$ cat src/rtl/multicycle_controller.sv
// Multi-cycle X-RISC control FSM: sequences fetch/decode/execute/memory/writeback,
// drives datapath strobes and the ALU operation code, stalls on mem_ready.
module multicycle_controller (
    input  logic       clk,
    input  logic       rst_n,
    input  logic [6:0] op,
    input  logic [2:0] funct3,
    input  logic       funct7b5,
    input  logic       zero,
    input  logic       mem_ready,
    output logic       mem_req,
    output logic       mem_write,
    output logic       adr_src,
    output logic       ir_write,
    output logic       pc_write,
    output logic       reg_write,
    output logic [1:0] result_src,
    output logic [1:0] alu_src_a,
    output logic [1:0] alu_src_b,
    output logic [3:0] alu_control,
    output logic [1:0] imm_src,
    output logic       illegal
);

    typedef enum logic [3:0] {
        FETCH, DECODE, MEMADR, MEMREAD, MEMWB, MEMWRITE,
        EXECR, EXECI, ALUWB, BRANCH, JAL, HALT
    } state_t;

    localparam logic [3:0] ALU_ADD  = 4'b0000, ALU_SUB = 4'b0001, ALU_AND = 4'b0010,
                           ALU_OR   = 4'b0011, ALU_XOR = 4'b0100, ALU_SLT = 4'b0101,
                           ALU_SLTU = 4'b0110, ALU_SLL = 4'b0111, ALU_SRL = 4'b1000,
                           ALU_SRA  = 4'b1001;

    localparam logic [6:0] OP_LW = 7'b0000011, OP_SW = 7'b0100011, OP_R   = 7'b0110011,
                           OP_I  = 7'b0010011, OP_BR = 7'b1100011, OP_JAL = 7'b1101111;

    state_t state, next;
    logic   mreq, mwr, irw, pcw, rw;

    // Shared R/I funct3 decode; I-type never subtracts on funct3=000.
    function automatic logic [3:0] alu_decode(input logic [2:0] f3, input logic f7, input logic is_r);
        case (f3)
            3'b000:  alu_decode = (is_r && f7) ? ALU_SUB : ALU_ADD;
            3'b001:  alu_decode = ALU_SLL;
            3'b010:  alu_decode = ALU_SLT;
            3'b011:  alu_decode = ALU_SLTU;
            3'b100:  alu_decode = ALU_XOR;
            3'b101:  alu_decode = f7 ? ALU_SRA : ALU_SRL;
            3'b110:  alu_decode = ALU_OR;
            default: alu_decode = ALU_AND;
        endcase
    endfunction

    // State register; reset aborts any in-flight memory request.
    always_ff @(posedge clk or negedge rst_n) begin
        if (!rst_n) state <= FETCH;
        else        state <= next;
    end

    // Next-state and Moore outputs (FETCH/BRANCH strobes qualified by inputs).
    always_comb begin
        next        = state;
        mreq        = 1'b0;
        mwr         = 1'b0;
        irw         = 1'b0;
        pcw         = 1'b0;
        rw          = 1'b0;
        adr_src     = 1'b0;
        result_src  = 2'b00;
        alu_src_a   = 2'b00;
        alu_src_b   = 2'b00;
        alu_control = ALU_ADD;
        illegal     = 1'b0;
        case (state)
            FETCH: begin
                mreq       = 1'b1;
                alu_src_b  = 2'b10;
                result_src = 2'b10;
                irw        = mem_ready;
                pcw        = mem_ready;
                if (mem_ready) next = DECODE;
            end
            DECODE: begin
                alu_src_a = 2'b01;
                alu_src_b = 2'b01;
                case (op)
                    OP_LW, OP_SW: next = MEMADR;
                    OP_R:         next = EXECR;
                    OP_I:         next = EXECI;
                    OP_BR:        next = (funct3[2:1] == 2'b00) ? BRANCH : HALT;
                    OP_JAL:       next = JAL;
                    default:      next = HALT;
                endcase
            end
            MEMADR: begin
                alu_src_a = 2'b10;
                alu_src_b = 2'b01;
                next      = op[5] ? MEMWRITE : MEMREAD;
            end
            MEMREAD: begin
                mreq    = 1'b1;
                adr_src = 1'b1;
                if (mem_ready) next = MEMWB;
            end
            MEMWB: begin
                result_src = 2'b01;
                rw         = 1'b1;
                next       = FETCH;
            end
            MEMWRITE: begin
                mreq    = 1'b1;
                mwr     = 1'b1;
                adr_src = 1'b1;
                if (mem_ready) next = FETCH;
            end
            EXECR: begin
                alu_src_a   = 2'b10;
                alu_control = alu_decode(funct3, funct7b5, 1'b1);
                next        = ALUWB;
            end
            EXECI: begin
                alu_src_a   = 2'b10;
                alu_src_b   = 2'b01;
                alu_control = alu_decode(funct3, funct7b5, 1'b0);
                next        = ALUWB;
            end
            ALUWB: begin
                rw   = 1'b1;
                next = FETCH;
            end
            BRANCH: begin
                alu_src_a   = 2'b10;
                alu_control = ALU_SUB;
                pcw         = zero ^ funct3[0];
                next        = FETCH;
            end
            JAL: begin
                alu_src_a = 2'b01;
                alu_src_b = 2'b10;
                pcw       = 1'b1;
                next      = ALUWB;
            end
            HALT: begin
                illegal = 1'b1;
            end
            default: next = FETCH;
        endcase
    end

    // Strobes are forced low for the whole reset pulse, not just after the edge.
    assign mem_req   = mreq & rst_n;
    assign mem_write = mwr  & rst_n;
    assign ir_write  = irw  & rst_n;
    assign pc_write  = pcw  & rst_n;
    assign reg_write = rw   & rst_n;

    // Immediate format follows the opcode directly.
    always_comb begin
        case (op)
            OP_SW:   imm_src = 2'b01;
            OP_BR:   imm_src = 2'b10;
            OP_JAL:  imm_src = 2'b11;
            default: imm_src = 2'b00;
        endcase
    end

endmodule

$ cat config.mk
export PLATFORM = sky130hd
export DESIGN_NAME = multicycle_controller
export DESIGN_NICKNAME = d
export VERILOG_FILES = /design/src/rtl/multicycle_controller.sv
export SDC_FILE = /design/constraint.sdc
export NUM_CORES = 1
export LEC_CHECK = 0
export CORE_ASPECT_RATIO = 0.9
export CORE_MARGIN = 3
export CORE_UTILIZATION = 40
export CTS_BUF_LIST = sky130_fd_sc_hd__clkbuf_4
export DETAILED_ROUTE_END_ITERATION = 12
export PLACE_DENSITY_LB_ADDON = 0.2
export SETUP_SLACK_MARGIN = 0.3
export SLEW_MARGIN = 20
export SYNTH_ARGS = -nofsm -noshare
export SYNTH_HDL_FRONTEND = slang
export SYNTH_SLANG_ARGS = --single-unit
$ cat constraint.sdc
create_clock -name clk -period 1.66 [get_ports clk]
set_input_delay 0.332 -clock clk [delete_from_list [all_inputs] [get_ports clk]]
set_output_delay 0.332 -clock clk [all_outputs]
set_load 0.02 [all_outputs]
==> flow_metrics.py, run 1 <==
metrics = {
    "place": {
        "finalWeightedCongestion": 0.891,
        "portBuffers": 33,
        "dp.cells": 176,
        "detailedPlace.worstSlack_ns": -0.821,
        "dpl.hpwl_um": 2730,
    },
    "logic_synthesis": {
        "synth.distinct_cells": 37,
        "synth-seq-cells": 4,
        "async_reset_ff_frac": 1.00,
        "avgSynthCellArea_um2": 6.80,
        "ys_warn_count": 0,
        "synth.most_common_cell": "nand2_1",
        "ys_top_cells_by_count": "12 x nand2_1, 7 x nor2_1, 6 x a21oi_1, 6 x nor3_1",
        "syn-cell-area_um2": 646,
        "synth_edf_count": 0,
        "syn_inst": 95,
        "netlist_top_cells_area": "dfrtp_1 16%, nand2_1 7.0%, xor2_1 5.4%",
        "synth_top_area_cell": "dfrtp_1",
        "yosysTopAreaCellShare": 0.155,
        "syn_nets": 110,
        "ys.flop_type": "dfrtp_1",
        "ys_seq_area_frac": 0.155,
    },
    "clocking": {
        "cts.sinks": 4,
        "cts_hold_buf": 0,
        "ctsResizeCount": 192,
        "clock-root-buffer": "clkbuf_4",
        "cts_buffers": 3,
        "cts_buffer_depth": 2,
        "cts-htree-levels": 1,
        "post_cts_buffers": 22,
    },
    "floorplanning": {
        "start_util": 0.436,
        "die_width_um": 48.4,
        "rows": 13,
        "boundaryPins": 34,
        "die_height_um": 44.1,
    },
    "status": {
        "tool.error": "[ERROR DPL-0038] Utilization greater than 100%, impossible to legalize",
        "outcome": "aborted with a tool error",
        "haltStage": "clock tree synthesis (4_1_cts)",
    },
}
stage by stage:
step                 util  cell area (um2)
floorplan               -              853
detailed placement  0.944             1400
global placement    0.944             1400
cell families after synthesis:
family,after synthesis,share of synthesized area
and+or+nand+nor,54,0.457
AOI/OAI and AO/OA,22,0.242
buffers and inverters,9,0.0620
xor gates and xnor gates,5,0.0678
DFF,4,0.155
muxes,1,0.0155
==> inputs of run 2 (changes only) <==
Settings changed: CORE_AREA set to 3 3 64 66, CORE_ASPECT_RATIO 0.9 to unset, CORE_MARGIN 3 to unset, CORE_UTILIZATION 40 to unset, CTS_BUF_LIST sky130_fd_sc_hd__clkbuf_4 to unset, DIE_AREA set to 0 0 67 69, PLACE_DENSITY_LB_ADDON 0.2 to 0.15, SETUP_SLACK_MARGIN 0.3 to unset.
==> run 2 against run 1 <==
Against the previous run: the flow now finishes, with violations (setup timing); synthesized cell count unchanged; synthesized area unchanged.
==> flow_metrics.py, run 2 <==
metrics = {
    "power": {
        "ir_worst_vdd_v": 0.000479,
        "pwr-share-seq": 0.086,
        "switchingPower_mw": 1.19,
        "p_int_mw": 1.44,
        "p_leak_nw": 0.703,
        "power.share.combinational": 0.837,
        "power_mw": 2.63,
        "power.density_nw_per_um2": 1700,
        "power_switching_share": 0.452,
        "clkPwrFrac": 0.077,
    },
    "floorplanning": {
        "coreArea_um2": 3630,
        "die_height_um": 69,
        "die_area_um2": 4620,
        "start_util": 0.178,
        "boundaryPins": 34,
        "rows": 22,
        "die_width_um": 67,
    },
    "place": {
        "portBuffers": 33,
        "detailedPlace.worstSlack_ns": -0.801,
        "finalWeightedCongestion": 0.776,
        "dpl.hpwl_um": 2030,
    },
    "route": {
        "drc": 0,
        "first_pass_iters": 4,
        "post_drt_wl_per_cell_um": 13.1,
        "drt_iter0_drc": 41,
        "num_vias": 1003,
        "drt-total-wl_um": 2860,
        "postRouteAntennaNets": 0,
        "vias_per_cell": 4.58,
    },
    "logic_synthesis": {
        "yosysTopAreaCellShare": 0.155,
        "syn_nets": 110,
        "netlist_top_cells_area": "dfrtp_1 16%, nand2_1 7.0%, xor2_1 5.4%",
        "ys_top_cells_by_count": "12 x nand2_1, 7 x nor2_1, 6 x a21oi_1, 6 x nor3_1",
        "synth_edf_count": 0,
        "synth-seq-cells": 4,
        "synth.distinct_cells": 37,
        "synth_top_area_cell": "dfrtp_1",
        "ys.flop_type": "dfrtp_1",
        "synth.most_common_cell": "nand2_1",
        "syn-cell-area_um2": 646,
        "syn_inst": 95,
        "ys_seq_area_frac": 0.155,
        "avgSynthCellArea_um2": 6.80,
        "async_reset_ff_frac": 1.00,
        "ys_warn_count": 0,
    },
    "cells_and_area": {
        "final_cell_mix": "45 x buf_4, 15 x buf_6, 9 x nand2_1, 9 x dlygate4sd2_1, 5 x nor2_4",
        "area_growth_pct": 140,
        "largest-register": "state",
        "final_nets": 188,
        "post-route-util": 0.426,
        "largest_reg_flops": 4,
        "drive_above_1_share": 0.585,
        "final_common_cell": "buf_4",
        "top_regs": "state: 4 flops",
        "nFillCells": 412,
        "diodes": 0,
    },
    "clocking": {
        "clkTransAtPathRegs_ns": 0.03,
        "cts-htree-levels": 1,
        "clock-root-buffer": "clkbuf_8",
        "cts_buffer_depth": 2,
        "cts_hold_buf": 0,
        "cts.sinks": 4,
        "cts_tree": "done",
        "insertion_delay_ns": 0.22,
        "cts_buffers": 3,
    },
    "grt": {
        "grt_pass1_wl_um": 4560,
        "grt_overflow": 0,
        "grt_pass1_vias": 982,
        "antenna_found_initial": 0,
        "grt_max_degree": 17,
        "grt_use_total": 0.124,
    },
    "worst_setup_path": {
        "crit_arrival_ns": 1.48,
        "path_max_fanout": 4,
        "worstSetupEndpointType": "output pin",
        "cp.required_ns": 1.33,
        "cp_slowest_stage_delay_ns": 0.44,
        "slowest_stage": "dfrtp_2",
        "cp-start-kind": "register",
        "critPathKind": "register to output pin",
        "path_cells": "nor2b_4 -> or3_4 -> a211oi_2 -> buf_4",
    },
    "status": {
        "violations": "setup timing",
        "outcome": "finished, violations left",
    },
    "timing": {
        "hold_violations": 0,
        "slew_headroom": 0.820,
        "period_minus_slack_ns": 1.82,
        "clock_skew_ns": 0.00135,
        "setup_ws_ns": -0.156,
        "slew_viol_final": 0,
        "finalCritPeriodShare": 1.09,
        "rsz0062_at_grt": "true",
        "max_freq_mhz": 551,
        "worst_pin_slew_ns": 0.270,
        "setup_viol": 8,
    },
    "run": {
        "drv_cap": 0,
    },
    "hold_path": {
        "hold_class": "input port to async pin",
    },
}
[run 2: cell counts after synthesis]
Identical to the previous run, type by type.
[run 2: critical path, delay by kind of cell (launching register included)]
family,cells,cell delay (ns)
AND/OR/NAND/NOR,2,0.49
AO/OA/AOI/OAI,1,0.18
buffers and inverters,1,0.17
flip-flops,1,0.44
[run 2: final cells by class]
class / instances / area [um2] / area share
multi-input cells: 82 / 674 / 0.436
repair buffers: 79 / 657 / 0.425
flip-flops and latches: 4 / 103 / 0.0663
well taps: 48 / 60.1 / 0.0388
clock buffers: 3 / 41.3 / 0.0267
inverters: 3 / 11.3 / 0.00728
[run 2: power groups by stage]
stage	combinational [mW]	sequential, mW	clock, mW
finish	2.20	0.225	0.202
global route	2.36	0.230	0.222
CTS	1.92	0.219	0.208
detailed placement	1.72	0.206	0
global placement	1.71	0.207	0
floorplan	0.921	0.181	0
[run 2: cell families (layout without fill, tap and decap cells)]
| logic type | Yosys count | count (layout) | synth area share |
|---|---|---|---|
| compound gates | 22 | 22 | 0.242 |
| xor+xnor | 5 | 5 | 0.0678 |
| buf+inv | 9 | 85 | 0.0620 |
| flops | 4 | 4 | 0.155 |
| mux | 1 | 1 | 0.0155 |
| simple gates | 54 | 54 | 0.457 |
[run 2: per-layer routing]
layer  part of all wire  track usage
met5                  0            0
met4              0.012       0.0405
met3              0.040       0.0163
met2               0.51        0.212
met1               0.44        0.156
[run 2: final timing paths]
check	slack [ns]	from	cells after the start	end
worst max-delay path	-0.16	state[1]	4	mem_req
worst min-delay path	0.45	rst_n	2	state[2]
worst max register to register	0.14	state[1]	6	state[0]
worst min register to register	0.70	state[3]	2	state[2]
max in group asynchronous	1.09	rst_n	2	state[3]
min in group clk	0.66	op[5]	4	state[2]
[run 2: repair_timing]
action,in CTS,in global routing
endpoints found under the hold margin,0,0
buffers inserted,9,6
endpoints found under the setup margin,19,15
gates resized for setup,127,36
pin swaps,9,8
[run 2: per-stage QoR]
stage | TNS (ns) | hold slack [ns] | instances | instance area, um2
floorplan | -0.0155 | 0.0364 | 95 | 663
global placement | -7.91 | 0.670 | 203 | 1270
detailed placement | -8.25 | 0.665 | 203 | 1270
CTS | -0.552 | 0.454 | 214 | 1390
global route | -1.14 | 0.464 | 219 | 1550
finish | -0.596 | 0.452 | 219 | 1550
(Power assumes the default switching activity.)
==> inputs of run 3 (changes only) <==
Settings changed: RECOVER_POWER set to 25.
==> results of run 3 <==
Final layout, timing and power as in run 2 (identical DEF).
==> inputs of run 4 (changes only) <==
Settings changed: CELL_PAD_IN_SITES_DETAIL_PLACEMENT set to 1, CELL_PAD_IN_SITES_GLOBAL_PLACEMENT set to 1, DONT_BUFFER_PORTS set to 1.
==> run 4 against run 3 <==
Against the previous run: the run still ends with setup timing left; die area did not move; register-to-register slack improved by 0.05 ns; non-clock buffer count fell by 40; setup slack got worse by 0.048 ns.
==> flow_metrics.py, run 4 (synthesized netlist as in run 2, its figures left out) <==
metrics = {
    "route": {
        "drt-total-wl_um": 2760,
        "drc": 0,
        "postRouteAntennaNets": 0,
        "vias_per_cell": 4.88,
        "first_pass_iters": 4,
        "post_drt_wl_per_cell_um": 15.4,
        "drt_iter0_drc": 16,
        "num_vias": 873,
    },
    "power": {
        "p_leak_nw": 0.494,
        "power_mw": 2.43,
        "power_switching_share": 0.458,
        "p_int_mw": 1.32,
        "power.share.combinational": 0.819,
        "power.density_nw_per_um2": 2000,
        "switchingPower_mw": 1.11,
        "pwr-share-seq": 0.097,
        "clkPwrFrac": 0.084,
        "ir_worst_vdd_v": 0.000417,
    },
    "cells_and_area": {
        "final_nets": 148,
        "top_regs": "state: 4 flops",
        "area_growth_pct": 89.0,
        "post-route-util": 0.336,
        "final_cell_mix": "30 x buf_4, 10 x nand2_1, 6 x buf_6",
        "largest_reg_flops": 4,
        "diodes": 0,
        "final_common_cell": "buf_4",
        "largest-register": "state",
        "drive_above_1_share": 0.550,
    },
    "timing": {
        "slew_viol_final": 0,
        "period_minus_slack_ns": 1.86,
        "rsz0062_at_grt": "true",
        "max_freq_mhz": 537,
        "hold_violations": 0,
        "setup_ws_ns": -0.204,
        "finalCritPeriodShare": 1.12,
        "worst_pin_slew_ns": 0.267,
        "setup_viol": 7,
        "clock_skew_ns": 0.00161,
        "slew_headroom": 0.822,
    },
    "grt": {
        "grt_pass1_vias": 890,
        "antenna_found_initial": 0,
        "grt_use_total": 0.121,
        "grt_pass1_wl_um": 4350,
        "grt_overflow": 0,
        "grt_max_degree": 11,
    },
    "clocking": {
        "clock-root-buffer": "clkbuf_8",
        "cts_buffers": 3,
        "cts_buffer_depth": 2,
        "insertion_delay_ns": 0.22,
        "clkTransAtPathRegs_ns": 0.03,
        "cts-htree-levels": 1,
        "cts.sinks": 4,
        "cts_tree": "done",
    },
    "worst_setup_path": {
        "crit_arrival_ns": 1.53,
        "cp.required_ns": 1.33,
        "rr_worst_depth": 5,
        "path_max_fanout": 4,
        "critPathKind": "register to output pin",
        "worstSetupEndpointType": "output pin",
        "cp-start-kind": "register",
    },
    "place": {
        "portBuffers": 0,
        "finalWeightedCongestion": 0.739,
        "dpl.hpwl_um": 2100,
    },
    "floorplanning": {
        "rows": 22,
        "start_util": 0.178,
        "die_height_um": 69,
        "die_area_um2": 4620,
        "boundaryPins": 34,
        "die_width_um": 67,
        "coreArea_um2": 3630,
    },
    "run": {
        "drv_cap": 0,
    },
    "status": {
        "outcome": "finished, violations left",
        "violations": "setup timing",
    },
    "hold_path": {
        "whs_path_depth": 2,
        "hold_class": "input port to register",
    },
}
[run 4: changes by cell type in the layout (fill, tap and decap cells not counted), moves of 2 or more]
cell,previous run,this run
buf_4,45,30
buf_2,4,0
nand2_4,2,0
nor2_4,5,2
buf_6,15,6
nor2_2,0,2
dlygate4sd2_1,9,0
clkdlybuf4s50_1,3,0
[run 4: layer usage]
layer  vias to the layer above  global-route usage  part of all wire
met4                         0              0.0541             0.020
met1                       417               0.150              0.41
met3                         5              0.0244             0.053
met5                         -                   0                 0
met2                        28               0.195              0.51
li1                        423                   -                 -
[run 4: path summary, 6_finish.rpt]
path                          start       end  slack [ns]
max                        state[0]   mem_req       -0.20
min                           op[5]  state[2]        0.27
max reg2reg                state[3]  state[0]        0.19
min reg2reg                state[2]  state[2]        0.67
max in group asynchronous     rst_n  state[3]        1.05
min in group asynchronous     rst_n  state[0]        0.41
[run 4: critical path: stages (launching register included)]
cell,delay (ns)
dfrtp_2,0.42
nor2b_4,0.15
or3_4,0.37
a211oi_2,0.19
buf_4,0.17
[run 4: what timing repair did]
action	CTS	global route
gates resized for setup	21	23
endpoints found under the setup margin	11	18
setup buffers	5	3
pin swaps	5	8
hold endpoints to repair	4	0
hold buffers	1	0
[run 4: final cells by class]
type / instances / area [um2]
inverter: 3 / 11.3
clock buffer: 3 / 41.3
timing repair buffer: 39 / 338
tap: 48 / 60.1
fill: 445 / 2410
sequential: 4 / 104
multi-input combinational: 82 / 666
[run 4: stage by stage]
step | hold slack, ns | instances | setup TNS [ns] | cell area [um2] | setup slack [ns]
after floorplan | 0.0364 | 95 | -0.0155 | 663 | -0.0155
after global placement | 0.0367 | 167 | -0.0632 | 920 | -0.0563
after detailed placement | 0.0367 | 167 | -0.106 | 920 | -0.0749
after CTS | 0.268 | 176 | -0.682 | 1090 | -0.198
after global routing | 0.275 | 179 | -1.72 | 1220 | -0.262
final | 0.271 | 179 | -0.703 | 1220 | -0.204
[run 4: power groups by stage]
stage	clock network [mW]	logic (mW)	registers, mW
2_1_floorplan	0	0.921	0.181
3_3_place_gp	0	1.46	0.207
3_5_place_dp	0	1.47	0.208
4_1_cts	0.209	1.73	0.223
5_1_grt	0.224	2.16	0.249
6_report	0.204	1.99	0.236
